$ cat config.mk
export PLATFORM = sky130hd
export DESIGN_NAME = alu_issue_seq_flat
export DESIGN_NICKNAME = d
export VERILOG_FILES = /design/src/rtl/alu_issue_seq_if.sv /design/src/rtl/alu_issue_seq.sv /design/src/flat_wrapper.sv
export SDC_FILE = /design/constraint.sdc
export NUM_CORES = 1
export LEC_CHECK = 0
export CORE_AREA = 2 2 56 97
export DETAILED_ROUTE_END_ITERATION = 10
export DIE_AREA = 0 0 58 99
export PLACE_DENSITY = 0.85
export SYNTH_ARGS = -nofsm -noshare
export SYNTH_HDL_FRONTEND = slang
export SYNTH_SLANG_ARGS = --single-unit
$ cat constraint.sdc
create_clock -name clock -period 1.8 [get_ports clock]
set_input_delay 0.27 -clock clock [delete_from_list [all_inputs] [get_ports clock]]
set_output_delay 0.27 -clock clock [all_outputs]
set_load 0.02 [all_outputs]
$ cat src/rtl/alu_issue_seq_if.sv
// Bundle of request, response, alu_core and PSW-write signals for alu_issue_seq.
//
// Handshake rule for both channels: a transfer happens on a rising clock edge
// where valid and ready are both high. Once raised, valid is held, and the
// payload is held stable, until that transfer edge. Ready may change freely.
interface alu_issue_seq_if;
    // Request channel
    logic       req_valid;
    logic       req_ready;
    logic [3:0] req_opcode;
    logic [7:0] req_op1;
    logic [7:0] req_op2;
    logic [2:0] req_flag_mask;

    // Registered inputs to alu_core
    logic [3:0] alu_opcode;
    logic [7:0] alu_op_in_1;
    logic [7:0] alu_op_in_2;
    logic       alu_carry_in;
    logic       alu_aux_carry_in;

    // Results from alu_core
    logic [7:0] alu_op_out_1;
    logic [7:0] alu_op_out_2;
    logic       alu_carry_out;
    logic       alu_aux_carry_out;
    logic       alu_overflow_out;

    // Direct PSW flag write
    logic       psw_wr;
    logic [2:0] psw_wdata;

    // Response channel
    logic       rsp_valid;
    logic       rsp_ready;
    logic [7:0] rsp_res1;
    logic [7:0] rsp_res2;
    logic [2:0] rsp_flags;
    logic       rsp_parity;

    // Sequencer state, for observation only
    logic [1:0] dbg_state;

    modport slave (
        input  req_valid, req_opcode, req_op1, req_op2, req_flag_mask,
        output req_ready,
        output alu_opcode, alu_op_in_1, alu_op_in_2, alu_carry_in, alu_aux_carry_in,
        input  alu_op_out_1, alu_op_out_2, alu_carry_out, alu_aux_carry_out, alu_overflow_out,
        input  psw_wr, psw_wdata,
        output rsp_valid, rsp_res1, rsp_res2, rsp_flags, rsp_parity,
        input  rsp_ready,
        output dbg_state
    );

    modport master (
        output req_valid, req_opcode, req_op1, req_op2, req_flag_mask,
        input  req_ready,
        input  alu_opcode, alu_op_in_1, alu_op_in_2, alu_carry_in, alu_aux_carry_in,
        output alu_op_out_1, alu_op_out_2, alu_carry_out, alu_aux_carry_out, alu_overflow_out,
        output psw_wr, psw_wdata,
        input  rsp_valid, rsp_res1, rsp_res2, rsp_flags, rsp_parity,
        output rsp_ready,
        input  dbg_state
    );
endinterface

$ cat src/rtl/alu_issue_seq.sv
// alu_issue_seq: issues one request at a time to alu_core, waits an
// opcode-dependent latency, captures the results, updates CY/AC/OV and
// returns the result over the response handshake.
// Optional feature: define ALU_SEQ_PARITY_EN to produce rsp_parity
// (XOR of rsp_res1, registered with it); otherwise rsp_parity is tied to 0.
module alu_issue_seq #(
    parameter int         ALU_LATENCY    = 1,
    parameter int         MULDIV_LATENCY = 4,
    parameter logic [3:0] MUL_OPCODE     = 4'b1010,
    parameter logic [3:0] DIV_OPCODE     = 4'b1011
) (
    input  logic          clock,
    input  logic          reset,
    alu_issue_seq_if.slave bus
);

    localparam int MAX_LAT = (ALU_LATENCY > MULDIV_LATENCY) ? ALU_LATENCY : MULDIV_LATENCY;
    localparam int CNT_W   = $clog2(MAX_LAT + 1);

    localparam logic [1:0] ST_IDLE = 2'd0;
    localparam logic [1:0] ST_WAIT = 2'd1;
    localparam logic [1:0] ST_DONE = 2'd2;

    logic [1:0]       state_q,     state_d;
    logic [CNT_W-1:0] cnt_q,       cnt_d;
    logic [3:0]       opc_q,       opc_d;
    logic [7:0]       op1_q,       op1_d;
    logic [7:0]       op2_q,       op2_d;
    logic [2:0]       mask_q,      mask_d;
    logic             cy_q,        cy_d;
    logic             ac_q,        ac_d;
    logic             ov_q,        ov_d;
    logic [7:0]       res1_q,      res1_d;
    logic [7:0]       res2_q,      res2_d;
    logic             rsp_valid_q, rsp_valid_d;
`ifdef ALU_SEQ_PARITY_EN
    logic             parity_q,    parity_d;
`endif

    logic is_muldiv;
    assign is_muldiv = (bus.req_opcode == MUL_OPCODE) || (bus.req_opcode == DIV_OPCODE);

    // Next-state logic: accept in IDLE, count down in WAIT, capture on the
    // last count, hand off in DONE; a direct PSW write overrides any capture.
    always_comb begin
        state_d     = state_q;
        cnt_d       = cnt_q;
        opc_d       = opc_q;
        op1_d       = op1_q;
        op2_d       = op2_q;
        mask_d      = mask_q;
        cy_d        = cy_q;
        ac_d        = ac_q;
        ov_d        = ov_q;
        res1_d      = res1_q;
        res2_d      = res2_q;
        rsp_valid_d = rsp_valid_q;
`ifdef ALU_SEQ_PARITY_EN
        parity_d    = parity_q;
`endif
        case (state_q)
            ST_IDLE: begin
                if (bus.req_valid) begin
                    opc_d   = bus.req_opcode;
                    op1_d   = bus.req_op1;
                    op2_d   = bus.req_op2;
                    mask_d  = bus.req_flag_mask;
                    cnt_d   = is_muldiv ? CNT_W'(MULDIV_LATENCY) : CNT_W'(ALU_LATENCY);
                    state_d = ST_WAIT;
                end
            end
            ST_WAIT: begin
                cnt_d = cnt_q - CNT_W'(1);
                if (cnt_q == CNT_W'(1)) begin
                    res1_d      = bus.alu_op_out_1;
                    res2_d      = bus.alu_op_out_2;
                    if (mask_q[2]) cy_d = bus.alu_carry_out;
                    if (mask_q[1]) ac_d = bus.alu_aux_carry_out;
                    if (mask_q[0]) ov_d = bus.alu_overflow_out;
`ifdef ALU_SEQ_PARITY_EN
                    parity_d    = ^bus.alu_op_out_1;
`endif
                    rsp_valid_d = 1'b1;
                    state_d     = ST_DONE;
                end
            end
            ST_DONE: begin
                if (bus.rsp_ready) begin
                    rsp_valid_d = 1'b0;
                    state_d     = ST_IDLE;
                end
            end
            default: begin
                rsp_valid_d = 1'b0;
                state_d     = ST_IDLE;
            end
        endcase
        if (bus.psw_wr) begin
            cy_d = bus.psw_wdata[2];
            ac_d = bus.psw_wdata[1];
            ov_d = bus.psw_wdata[0];
        end
    end

    // State registers with synchronous reset; reset abandons any operation.
    always_ff @(posedge clock) begin
        if (reset) begin
            state_q     <= ST_IDLE;
            cnt_q       <= '0;
            opc_q       <= '0;
            op1_q       <= '0;
            op2_q       <= '0;
            mask_q      <= '0;
            cy_q        <= 1'b0;
            ac_q        <= 1'b0;
            ov_q        <= 1'b0;
            res1_q      <= '0;
            res2_q      <= '0;
            rsp_valid_q <= 1'b0;
        end else begin
            state_q     <= state_d;
            cnt_q       <= cnt_d;
            opc_q       <= opc_d;
            op1_q       <= op1_d;
            op2_q       <= op2_d;
            mask_q      <= mask_d;
            cy_q        <= cy_d;
            ac_q        <= ac_d;
            ov_q        <= ov_d;
            res1_q      <= res1_d;
            res2_q      <= res2_d;
            rsp_valid_q <= rsp_valid_d;
        end
    end

`ifdef ALU_SEQ_PARITY_EN
    // Parity register, loaded alongside rsp_res1 at capture.
    always_ff @(posedge clock) begin
        if (reset) parity_q <= 1'b0;
        else       parity_q <= parity_d;
    end
    assign bus.rsp_parity = parity_q;
`else
    assign bus.rsp_parity = 1'b0;
`endif

    assign bus.req_ready        = (state_q == ST_IDLE);
    assign bus.alu_opcode       = opc_q;
    assign bus.alu_op_in_1      = op1_q;
    assign bus.alu_op_in_2      = op2_q;
    // Flags feed straight back so the next request sees freshly updated CY/AC.
    assign bus.alu_carry_in     = cy_q;
    assign bus.alu_aux_carry_in = ac_q;
    assign bus.rsp_valid        = rsp_valid_q;
    assign bus.rsp_res1         = res1_q;
    assign bus.rsp_res2         = res2_q;
    assign bus.rsp_flags        = {cy_q, ac_q, ov_q};
    assign bus.dbg_state        = state_q;

endmodule

$ cat src/flat_wrapper.sv
// flat-port wrapper written by rule: the top's interface ports become plain ports
module alu_issue_seq_flat 
#(
    parameter int         ALU_LATENCY    = 1,
    parameter int         MULDIV_LATENCY = 4,
    parameter logic [3:0] MUL_OPCODE     = 4'b1010,
    parameter logic [3:0] DIV_OPCODE     = 4'b1011
)
  (clock, reset, bus_req_valid, bus_req_opcode, bus_req_op1, bus_req_op2, bus_req_flag_mask, bus_req_ready, bus_alu_opcode, bus_alu_op_in_1, bus_alu_op_in_2, bus_alu_carry_in, bus_alu_aux_carry_in, bus_alu_op_out_1, bus_alu_op_out_2, bus_alu_carry_out, bus_alu_aux_carry_out, bus_alu_overflow_out, bus_psw_wr, bus_psw_wdata, bus_rsp_valid, bus_rsp_res1, bus_rsp_res2, bus_rsp_flags, bus_rsp_parity, bus_rsp_ready, bus_dbg_state);
  alu_issue_seq_if bus_i ();
  input  logic clock;
  input  logic reset;
  input wire logic [$bits(bus_i.req_valid)-1:0] bus_req_valid;
  input wire logic [$bits(bus_i.req_opcode)-1:0] bus_req_opcode;
  input wire logic [$bits(bus_i.req_op1)-1:0] bus_req_op1;
  input wire logic [$bits(bus_i.req_op2)-1:0] bus_req_op2;
  input wire logic [$bits(bus_i.req_flag_mask)-1:0] bus_req_flag_mask;
  output wire logic [$bits(bus_i.req_ready)-1:0] bus_req_ready;
  output wire logic [$bits(bus_i.alu_opcode)-1:0] bus_alu_opcode;
  output wire logic [$bits(bus_i.alu_op_in_1)-1:0] bus_alu_op_in_1;
  output wire logic [$bits(bus_i.alu_op_in_2)-1:0] bus_alu_op_in_2;
  output wire logic [$bits(bus_i.alu_carry_in)-1:0] bus_alu_carry_in;
  output wire logic [$bits(bus_i.alu_aux_carry_in)-1:0] bus_alu_aux_carry_in;
  input wire logic [$bits(bus_i.alu_op_out_1)-1:0] bus_alu_op_out_1;
  input wire logic [$bits(bus_i.alu_op_out_2)-1:0] bus_alu_op_out_2;
  input wire logic [$bits(bus_i.alu_carry_out)-1:0] bus_alu_carry_out;
  input wire logic [$bits(bus_i.alu_aux_carry_out)-1:0] bus_alu_aux_carry_out;
  input wire logic [$bits(bus_i.alu_overflow_out)-1:0] bus_alu_overflow_out;
  input wire logic [$bits(bus_i.psw_wr)-1:0] bus_psw_wr;
  input wire logic [$bits(bus_i.psw_wdata)-1:0] bus_psw_wdata;
  output wire logic [$bits(bus_i.rsp_valid)-1:0] bus_rsp_valid;
  output wire logic [$bits(bus_i.rsp_res1)-1:0] bus_rsp_res1;
  output wire logic [$bits(bus_i.rsp_res2)-1:0] bus_rsp_res2;
  output wire logic [$bits(bus_i.rsp_flags)-1:0] bus_rsp_flags;
  output wire logic [$bits(bus_i.rsp_parity)-1:0] bus_rsp_parity;
  input wire logic [$bits(bus_i.rsp_ready)-1:0] bus_rsp_ready;
  output wire logic [$bits(bus_i.dbg_state)-1:0] bus_dbg_state;
  assign bus_i.req_valid = bus_req_valid;
  assign bus_i.req_opcode = bus_req_opcode;
  assign bus_i.req_op1 = bus_req_op1;
  assign bus_i.req_op2 = bus_req_op2;
  assign bus_i.req_flag_mask = bus_req_flag_mask;
  assign bus_req_ready = bus_i.req_ready;
  assign bus_alu_opcode = bus_i.alu_opcode;
  assign bus_alu_op_in_1 = bus_i.alu_op_in_1;
  assign bus_alu_op_in_2 = bus_i.alu_op_in_2;
  assign bus_alu_carry_in = bus_i.alu_carry_in;
  assign bus_alu_aux_carry_in = bus_i.alu_aux_carry_in;
  assign bus_i.alu_op_out_1 = bus_alu_op_out_1;
  assign bus_i.alu_op_out_2 = bus_alu_op_out_2;
  assign bus_i.alu_carry_out = bus_alu_carry_out;
  assign bus_i.alu_aux_carry_out = bus_alu_aux_carry_out;
  assign bus_i.alu_overflow_out = bus_alu_overflow_out;
  assign bus_i.psw_wr = bus_psw_wr;
  assign bus_i.psw_wdata = bus_psw_wdata;
  assign bus_rsp_valid = bus_i.rsp_valid;
  assign bus_rsp_res1 = bus_i.rsp_res1;
  assign bus_rsp_res2 = bus_i.rsp_res2;
  assign bus_rsp_flags = bus_i.rsp_flags;
  assign bus_rsp_parity = bus_i.rsp_parity;
  assign bus_i.rsp_ready = bus_rsp_ready;
  assign bus_dbg_state = bus_i.dbg_state;
  alu_issue_seq #(.ALU_LATENCY(ALU_LATENCY), .MULDIV_LATENCY(MULDIV_LATENCY), .MUL_OPCODE(MUL_OPCODE), .DIV_OPCODE(DIV_OPCODE)) u_core (.clock(clock), .reset(reset), .bus(bus_i));
endmodule
==> impl_metrics.yaml <==
status:
  status: "finished clean"
setup_path:
  crit_type: "reg2out"
  worst-path-max-fanout: 12
  crit_buf_inv: 1
  crit_arrival_ns: 1.42
  slowest_stage: "clkdlybuf4s50_1"
  crit_path_end_kind: "output port"
  worstReg2RegStart: "u_core.cnt_q[1]"
  crit_start: "u_core.bus.dbg_state[0]"
  cp.required_ns: 1.53
  critPathTopFamily: "buffers and inverters"
  worstSetupStartpointType: "flip-flop"
  critical-path-max-stage-delay_ns: 0.63
  crit_chain: "nor2_1 -> clkdlybuf4s50_1"
routing:
  dr_total_vias: 1780
  drt_iter0_markers: 47
  drc: 0
  antenna_left: 0
  wl_per_cell_um: 12.4
  vias_per_cell: 4.75
  detail_route.first_pass.iterations: 4
  totalWireLength_um: 4650
floorplan:
  core_region_area_um2: 4930
  die_w_um: 58
  die_h_um: 99
  rows: 34
  initial_utilization: 0.377
  fp.dieArea_um2: 5740
  ios: 96
synthesis:
  netlist_area_um2: 1860
  syn_nets: 284
  netlist_instances: 232
  synth.distinct_cells: 26
  ys_seq_area_frac: 0.516
  synth-edff-count: 0
  ys_ff_latch: 48
  synthTopCellsByArea: "dfxtp_1 52%, nand2_1 16%, a21oi_1 11%"
  synth.avg_cell_area_um2: 8.02
  yosysTopAreaCellShare: 0.516
  yosysWarnings: 0
  async_reset_ff_frac: 0
  synth_top_cells_by_count: "79 x nand2_1, 48 x dfxtp_1, 40 x a21oi_1, 8 x inv_1, 7 x buf_2"
  synthMostInstantiatedCell: "nand2_1"
  synth_flop_cell: "dfxtp_1"
  synth_area_leader_cell: "dfxtp_1"
global_routing:
  grt.overflow.total: 0
  antenna_found_initial: 0
  track_usage: 0.171
  grt_max_degree: 27
  grt_pass1_vias: 1714
  grt_pass1_wl_um: 7780
worst_hold_path:
  holdCritPathClass: "in2reg"
  hold_start: "reset"
clocking:
  clk_latency_ns: 0.29
  postCtsSetupRepairBufs: 0
  cts_inserted_buffers: 5
  clock_path_buffers: 2
  cts_htree_levels: 2
  cts-root-buf: "clkbuf_8"
  cts_tree: "built"
  cts_resized: 2
  holdBufCountCts: 0
  numClockSinks: 48
  clk_pin_slew_ns: 0.08
sta:
  rsz0062_at_grt: "false"
  hold_viol: 0
  layout_setup_ws_ns: 0.110
  tns_ns: 0
  fin_worst_skew_ns: 0.00291
  finalCritPeriodShare: 0.939
  fmax_mhz: 592
  setup_viol: 0
  finalCriticalPeriod_ns: 1.69
  holdWs_ns: 0.439
  slew_viol_final: 0
final_layout:
  final_net_count: 372
  syn_to_final_growth_pct: 56.0
  layout-drive-gt1-share: 0.0592
  n_antenna_cell: 0
  final_cells: 375
placement:
  place_congestion: 0.796
  dp.cells: 367
  dp_hpwl_um: 3490
  pre_cts_ws_ns: 0.108
  port-buffer-count: 94
pwr:
  p_leak_uw: 0.00105
  p_per_area_nw_per_um2: 800
  ir_drop_mv: 0.710
flow_run:
  maxCapViolations: 0
==> worst reg2reg max path, stage by stage (launching register included) <==
cell and delay (ns):
dfxtp_1 0.32, inv_1 0.08, ha_1 0.19, and4bb_2 0.41
a31oi_1 0.12, a221oi_1 0.29
==> state kept, by name, summed over array words and instances, names as in the netlist, 2 cells and up <==
register                flops
u_core.bus.alu_op_in_1      8
u_core.bus.alu_op_in_2      8
u_core.bus.rsp_res1         8
u_core.bus.rsp_res2         8
u_core.bus.alu_opcode       4
u_core.cnt_q                3
u_core.mask_q               3
u_core.bus.dbg_state        2
==> cell usage in the layout (no fill, tap or decap), drive strengths merged <==
master,n
clkdlybuf4s50,93
clkbuf,8
nand2b,2
and4bb,1
a21oi,41
nand2,79
nand3,2
inv,8
ha,2
dfxtp,48
nor2,5
a31oi,5
o21ai,4
nor2b,1
buf,8
nor3,2
conb,1
o22a,1
nor3b,2
or3b,1
a221oi,3
nand4bb,1
nand3b,3
==> routing by layer <==
metal | track usage | routed length [um] | up-vias
met5 | 0 | 0 | -
met4 | 0.0698 | 74 | 0
met3 | 0.0354 | 247 | 6
met2 | 0.304 | 2540 | 53
met1 | 0.193 | 1780 | 794
li1 | - | - | 927
==> through the flow <==
step,total power (uW),area [um^2],util
2_1_floorplan,1450,1860,-
3_3_place_gp,1710,2810,0.570
3_5_place_dp,1720,2810,0.570
4_1_cts,2360,2910,0.589
5_1_grt,2460,2910,0.589
6_report,2320,2910,0.589
==> path summary, 6_finish.rpt <==
path                              to  slack [ns]  cells past startpoint
max                    bus_req_ready        0.11                      2
min           u_core.bus.rsp_res1[6]        0.44                      2
max reg2reg  u_core.bus.alu_carry_in        0.30                      5
min reg2reg   u_core.bus.rsp_res1[6]        0.45                      2
==> report_power, final <==
group          internal [uW]  switching, uW
logic                    272            241
registers               1130           47.7
clock network            314            322
total                   1710            610
==> cell families (layout without fill, tap and decap cells) <==
logic type	count (synthesis)	count (layout)	synth area share
AOI/OAI and AO/OA	54	54	0.159
adders and majority gates	2	2	0.0134
buffers and inverters	28	117	0.0793
DFF	48	48	0.516
other	1	1	0.00201
and+or+nand+nor	99	99	0.231
==> final cells by class <==
cell class                 count  area [um^2]
sequential                    48          963
fill                         453         2030
inverter                       8         30.0
multi-input combinational    156          753
tap                           54         67.6
clock buffer                   8         90.1
timing repair buffer         101         1000
Power figures use the tool's default switching activity.
